### src/rtl/mario_sprite_ctrl.sv
// Mario sprite controller: walk/jump animation FSM, per-frame position latch and a
// 3-stage pixel pipeline driving an external sprite ROM. Define MARIO_MIRROR_EN to
// draw left-facing sprites by mirroring the right-facing ROMs.
module mario_sprite_ctrl #(
  parameter int unsigned SPRITE_DIM  = 32,
  parameter logic [11:0] KEY_RGB     = 12'hF0F,
  parameter int unsigned WALK_FRAMES = 6
) (
  input  logic        clk,
  input  logic        rst_n,
  input  logic        frame_tick,
  input  logic [9:0]  mario_x,
  input  logic [9:0]  mario_y,
  input  logic        move_left,
  input  logic        move_right,
  input  logic        airborne,
  input  logic [9:0]  hcount,
  input  logic [9:0]  vcount,
  output logic [9:0]  rom_addr,
  output logic [2:0]  rom_sel,
  input  logic [11:0] rom_data,
  output logic        pix_valid,
  output logic [11:0] pix_rgb,
  output logic        facing,
  output logic [1:0]  anim_state
);

  localparam int unsigned DIM_LOG2  = $clog2(SPRITE_DIM);
  localparam logic [9:0]  DIM_MAX   = 10'(SPRITE_DIM - 1);
  localparam logic [7:0]  WALK_LAST = 8'(WALK_FRAMES - 1);

  localparam logic [1:0] ST_IDLE   = 2'd0;
  localparam logic [1:0] ST_WALK_A = 2'd1;
  localparam logic [1:0] ST_WALK_B = 2'd2;
  localparam logic [1:0] ST_JUMP   = 2'd3;

  logic [1:0] state_q, state_d;
  logic [7:0] walk_cnt_q, walk_cnt_d;
  logic       facing_q, facing_d;
  logic [9:0] pos_x_q, pos_y_q;
  logic       armed_q;
  logic       hit_q, hit_dly_q;

  logic       one_dir;
  logic [9:0] dx, dy, col, addr_d;
  logic       hit;
  logic [1:0] kind;
  logic       sel_dir;
  logic [2:0] sel_d;
  logic       pix_on;

  // Animation FSM; only advances on frame ticks.
  always_comb begin
    state_d    = state_q;
    walk_cnt_d = walk_cnt_q;
    facing_d   = facing_q;
    one_dir    = move_left ^ move_right;
    if (frame_tick) begin
      if (airborne) begin
        state_d = ST_JUMP;
      end else if (one_dir) begin
        if (state_q == ST_WALK_A || state_q == ST_WALK_B) begin
          if (walk_cnt_q == WALK_LAST) begin
            walk_cnt_d = 8'd0;
            state_d    = (state_q == ST_WALK_A) ? ST_WALK_B : ST_WALK_A;
          end else begin
            walk_cnt_d = walk_cnt_q + 8'd1;
          end
        end else begin
          state_d    = ST_WALK_A;
          walk_cnt_d = 8'd0;
        end
      end else begin
        state_d    = ST_IDLE;
        walk_cnt_d = 8'd0;
      end
      if (move_right && !move_left) begin
        facing_d = 1'b0;
      end else if (move_left && !move_right) begin
        facing_d = 1'b1;
      end
    end
  end

  // Pixel issue stage; uses the latched position so mid-frame moves cannot tear.
  always_comb begin
    dx  = hcount - pos_x_q;
    dy  = vcount - pos_y_q;
    hit = (dx <= DIM_MAX) && (dy <= DIM_MAX);
`ifdef MARIO_MIRROR_EN
    col     = facing_q ? (DIM_MAX - dx) : dx;
    sel_dir = 1'b0;
`else
    col     = dx;
    sel_dir = facing_q;
`endif
    addr_d = (dy << DIM_LOG2) | (col & DIM_MAX);
    case (state_q)
      ST_WALK_A: kind = 2'd1;
      ST_JUMP:   kind = 2'd2;
      default:   kind = 2'd0;
    endcase
    sel_d  = {kind, sel_dir};
    pix_on = hit_dly_q && armed_q && (rom_data != KEY_RGB);
  end

  always_ff @(posedge clk or negedge rst_n) begin
    if (!rst_n) begin
      state_q    <= ST_IDLE;
      walk_cnt_q <= 8'd0;
      facing_q   <= 1'b0;
      pos_x_q    <= 10'd0;
      pos_y_q    <= 10'd0;
      armed_q    <= 1'b0;
      hit_q      <= 1'b0;
      hit_dly_q  <= 1'b0;
      rom_addr   <= 10'd0;
      rom_sel    <= 3'd0;
      pix_valid  <= 1'b0;
      pix_rgb    <= 12'h000;
    end else begin
      state_q    <= state_d;
      walk_cnt_q <= walk_cnt_d;
      facing_q   <= facing_d;
      if (frame_tick) begin
        pos_x_q <= mario_x;
        pos_y_q <= mario_y;
        armed_q <= 1'b1;
      end
      rom_addr  <= addr_d;
      rom_sel   <= sel_d;
      hit_q     <= hit;
      // hit_dly_q lines up with rom_data, which the ROM returns one cycle after the address.
      hit_dly_q <= hit_q;
      pix_valid <= pix_on;
      pix_rgb   <= pix_on ? rom_data : 12'h000;
    end
  end

  assign anim_state = state_q;
  assign facing     = facing_q;

endmodule

### config.mk
export PLATFORM = sky130hd
export DESIGN_NAME = mario_sprite_ctrl
export DESIGN_NICKNAME = d
export VERILOG_FILES = /design/src/rtl/mario_sprite_ctrl.sv
export SDC_FILE = /design/constraint.sdc
export NUM_CORES = 1
export LEC_CHECK = 0
export BUFFER_PORTS_ARGS = -buffer_cell sky130_fd_sc_hd__buf_2
export CELL_PAD_IN_SITES_DETAIL_PLACEMENT = 1
export CELL_PAD_IN_SITES_GLOBAL_PLACEMENT = 2
export CORE_MARGIN = 5
export CORE_UTILIZATION = 29
export DETAILED_ROUTE_END_ITERATION = 6
export PLACE_DENSITY = 0.82
export REMOVE_ABC_BUFFERS = 1
export SLEW_MARGIN = 10
export SYNTH_ARGS = -nofsm -noshare
export SYNTH_HDL_FRONTEND = slang
export SYNTH_SLANG_ARGS = --single-unit
### constraint.sdc
create_clock -name clk -period 2.1 [get_ports clk]
set_input_delay 0.315 -clock clk [delete_from_list [all_inputs] [get_ports clk]]
set_output_delay 0.315 -clock clk [all_outputs]
set_load 0.05 [all_outputs]
==> run_results.csv <==
group,metric,value,unit
routing,wl,8290,um
clock_network,cts-root-buf,"clkbuf_8",
routing,viasPerCell,4.68,
floorplan,die_area,13000,um2
floorplan,start_util,0.293,
routing,drt_iter0_markers,94,
setup_path,crit_type,"reg2reg",
place,dp_hpwl,6350,um
finish,layout.nets,511,
global_routing,antenna_found_initial,0,
global_routing,grt_pass1_vias,2776,
global_routing,grt_max_degree,41,
routing,vias,2676,
timing,finalSetupTns,-0.150,ns
synthesis,yosysUniqueCellTypes,50,
timing,worstMarginPinSlew,0.531,ns
place,dp_cells,552,
place,place_ws,-0.318,ns
synthesis,syn_inst,310,
clock_network,clk-insertion-delay-late,0.35,ns
timing,fin_crit_sh,1.07,
setup_path,worstPathRequired,2.34,ns
routing,drc,0,
place,port_buffers,86,
floorplan,rows,38,
finish,syn2layout_area_growth,35.0,%
finish,final_util,0.396,
clock_network,htree_levels,3,
setup_path,worstPathArrival,2.49,ns
clock_network,clock-sinks,60,
floorplan,die_x,114,um
power,irDropWorstVdd,558,uV
finish,fin_cells,572,
synthesis,avgSynthCellArea,10.1,um2
clock_network,cts.clk_slew.worst_paths,0.08,ns
clock_network,clockBufferDepth,2,
min_path,hold_path_class,"in2reg",
setup_path,worstSetupEndpointType,"flop",
global_routing,grt_overflow,0,
floorplan,num_io_pins,87,
place,gp_congestion,0.764,
synthesis,async_reset_ff_frac,1.00,
min_path,min_delay_path_depth,3,
run_status,violations,"setup timing",
floorplan,die_y,114,um
synthesis,ys_seq_area_frac,0.479,
setup_path,reg2regPathDepth,8,
setup_path,path_max_fanout,2,
synthesis,yosys_warnings,0,
synthesis,syn-cell-area,3130,um2
clock_network,cts_tree,"yes",
power,cellPowerDensity,832,nW/um2
timing,finalHoldViolCount,0,
clock_network,cts_buffers,9,
synthesis,synth_flop_cell,"dfrtp_1",
timing,skew,0.00965,ns
finish,antennaDiodeCount,0,
timing,setup_viol,1,
timing,fmax,0.445,GHz
global_routing,track_usage,0.129,
floorplan,core,10700,um2
setup_path,startpoint_type,"flop",
timing,worst_slack,-0.150,ns
synthesis,synth_seq_cells,60,
timing,fin_crit,2.25,ns
global_routing,grt_pass1_wl,13300,um
timing,rsz0062_at_grt,"true",
timing,slew_violations,0,
run_status,status,"finished with violations",
finish,drive_gt1_frac,0.356,
timing,holdWs,0.170,ns
routing,first_pass_iters,4,
synthesis,synth-edff-count,0,
timing,relSlewSlack,0.646,
routing,wl_per_cell,14.5,um
power,p_leak,2.09,nW
routing,ant_nets,0,
run,max_cap_violations,0,
-- cell usage in the layout (no fill, tap or decap), types with 9 or more instances in the layout --
master    synthesis  routed
nor2_1           19      19
buf_2             3      86
dfrtp_1          60      60
nand2_1          25      25
buf_4             0      25
ha_1             24      19
inv_1            29      28
o21ai_0          30      25
clkbuf_8          0       9
and2_1           14      14
-- state kept, by name, summed over array words and instances (netlist names) --
| register | cells |
|---|---|
| pos_x_q | 10 |
| anim_state | 2 |
| rom_addr | 10 |
| pix_valid | 1 |
| pix_rgb | 12 |
| facing | 1 |
| armed_q | 1 |
| rom_sel | 3 |
| hit_dly_q | 1 |
| pos_y_q | 10 |
| hit_q | 1 |
| walk_cnt_q | 8 |
-- cell type report --
type / instances / area, um2
Sequential cell: 60 / 1500
Tap cell: 140 / 175
Fill cell: 1256 / 6470
Timing Repair Buffer: 114 / 668
Clock buffer: 9 / 124
Clock inverter: 7 / 76.3
Multi-Input combinational cell: 213 / 1580
Inverter: 29 / 109
-- timing repair --
| action | 4_1_cts | 5_1_grt |
|---|---|---|
| pin swaps | 6 | 10 |
| hold buffers | 1 | 0 |
| endpoints found under the hold margin | 20 | 0 |
| resized for setup | 10 | 13 |
| buffers inserted | 2 | 1 |
| setup endpoints to repair | 1 | 1 |
-- through the flow --
stage               total power, mW  instance area (um2)
floorplan                      2.05                 3100
global placement               2.40                 3910
detailed placement             2.43                 3910
CTS                            3.55                 4170
global route                   3.74                 4230
finish                         3.52                 4230
-- cells in the mapped netlist (2+ instances only) --
cell type  count  share of area
nor2b_1        4         0.0080
buf_2          3         0.0048
nor2_1        19          0.023
nand3b_1       2         0.0048
a21o_1         3         0.0072
nand2_1       25          0.030
nand4_1        2         0.0040
or2_2          3         0.0060
nor4b_1        2         0.0056
clkbuf_1       5         0.0060
nand2b_1       6          0.012
o22a_1         3         0.0084
a211oi_1       5          0.012
o21ai_0       30          0.048
and2_1        14          0.028
a211o_1        2         0.0056
nand3_1        5         0.0080
o21a_1         2         0.0048
o31ai_1        3         0.0072
nand4b_1       2         0.0056
inv_1         29          0.035
a21oi_1        9          0.014
xnor2_1        7          0.020
mux2i_1        2         0.0064
xor2_1         6          0.017
nor3_1         3         0.0048
ha_1          24          0.096
dfrtp_1       60           0.48
mux2_2         4          0.014
a31oi_1        2         0.0040
and3_1         3         0.0060
fa_1           2          0.013
o2111ai_1      2         0.0056
-- layer usage --
metal  GRT usage  share of wire
met1       0.166           0.45
met2       0.211           0.48
met3      0.0223          0.045
met4      0.0618          0.018
met5           0              0
-- power by group --
part           switching [mW]  internal, mW  total [mW]
Sequential             0.0599          1.27        1.33
Combinational           0.705         0.416        1.12
Clock                   0.513         0.553        1.07
Total                    1.28          2.24        3.52
-- logic make-up after synthesis --
| kind of cell | share of synthesized area |
|---|---|
| and+or+nand+nor | 0.159 |
| buffers and inverters | 0.0455 |
| muxes | 0.0208 |
| xor gates and xnor gates | 0.0363 |
| DFF | 0.479 |
| AOI/OAI and AO/OA | 0.151 |
| adders and majority gates | 0.109 |
-- worst max-delay path, stage by stage, from the launching register on --
cell and delay (ns):
dfrtp_1 0.36, ha_2 0.20, fa_2 0.21, nor2b_1 0.05, o21a_1 0.18, o211a_1 0.23
or3_1 0.31, a211o_1 0.30, a2111oi_4 0.30
-- final timing paths --
kind | startpoint | end | slack [ns]
min in group asynchronous | rst_n | rom_addr[2] | 0.50
max in group asynchronous | rst_n | walk_cnt_q[4] | 1.00
max | pos_x_q[0] | hit_q | -0.15
min reg2reg | hit_q | hit_dly_q | 0.40
max reg2reg | pos_x_q[0] | hit_q | -0.15
min | mario_x[2] | pos_x_q[2] | 0.17
Note: power is estimated with default switching activity, not from simulation.
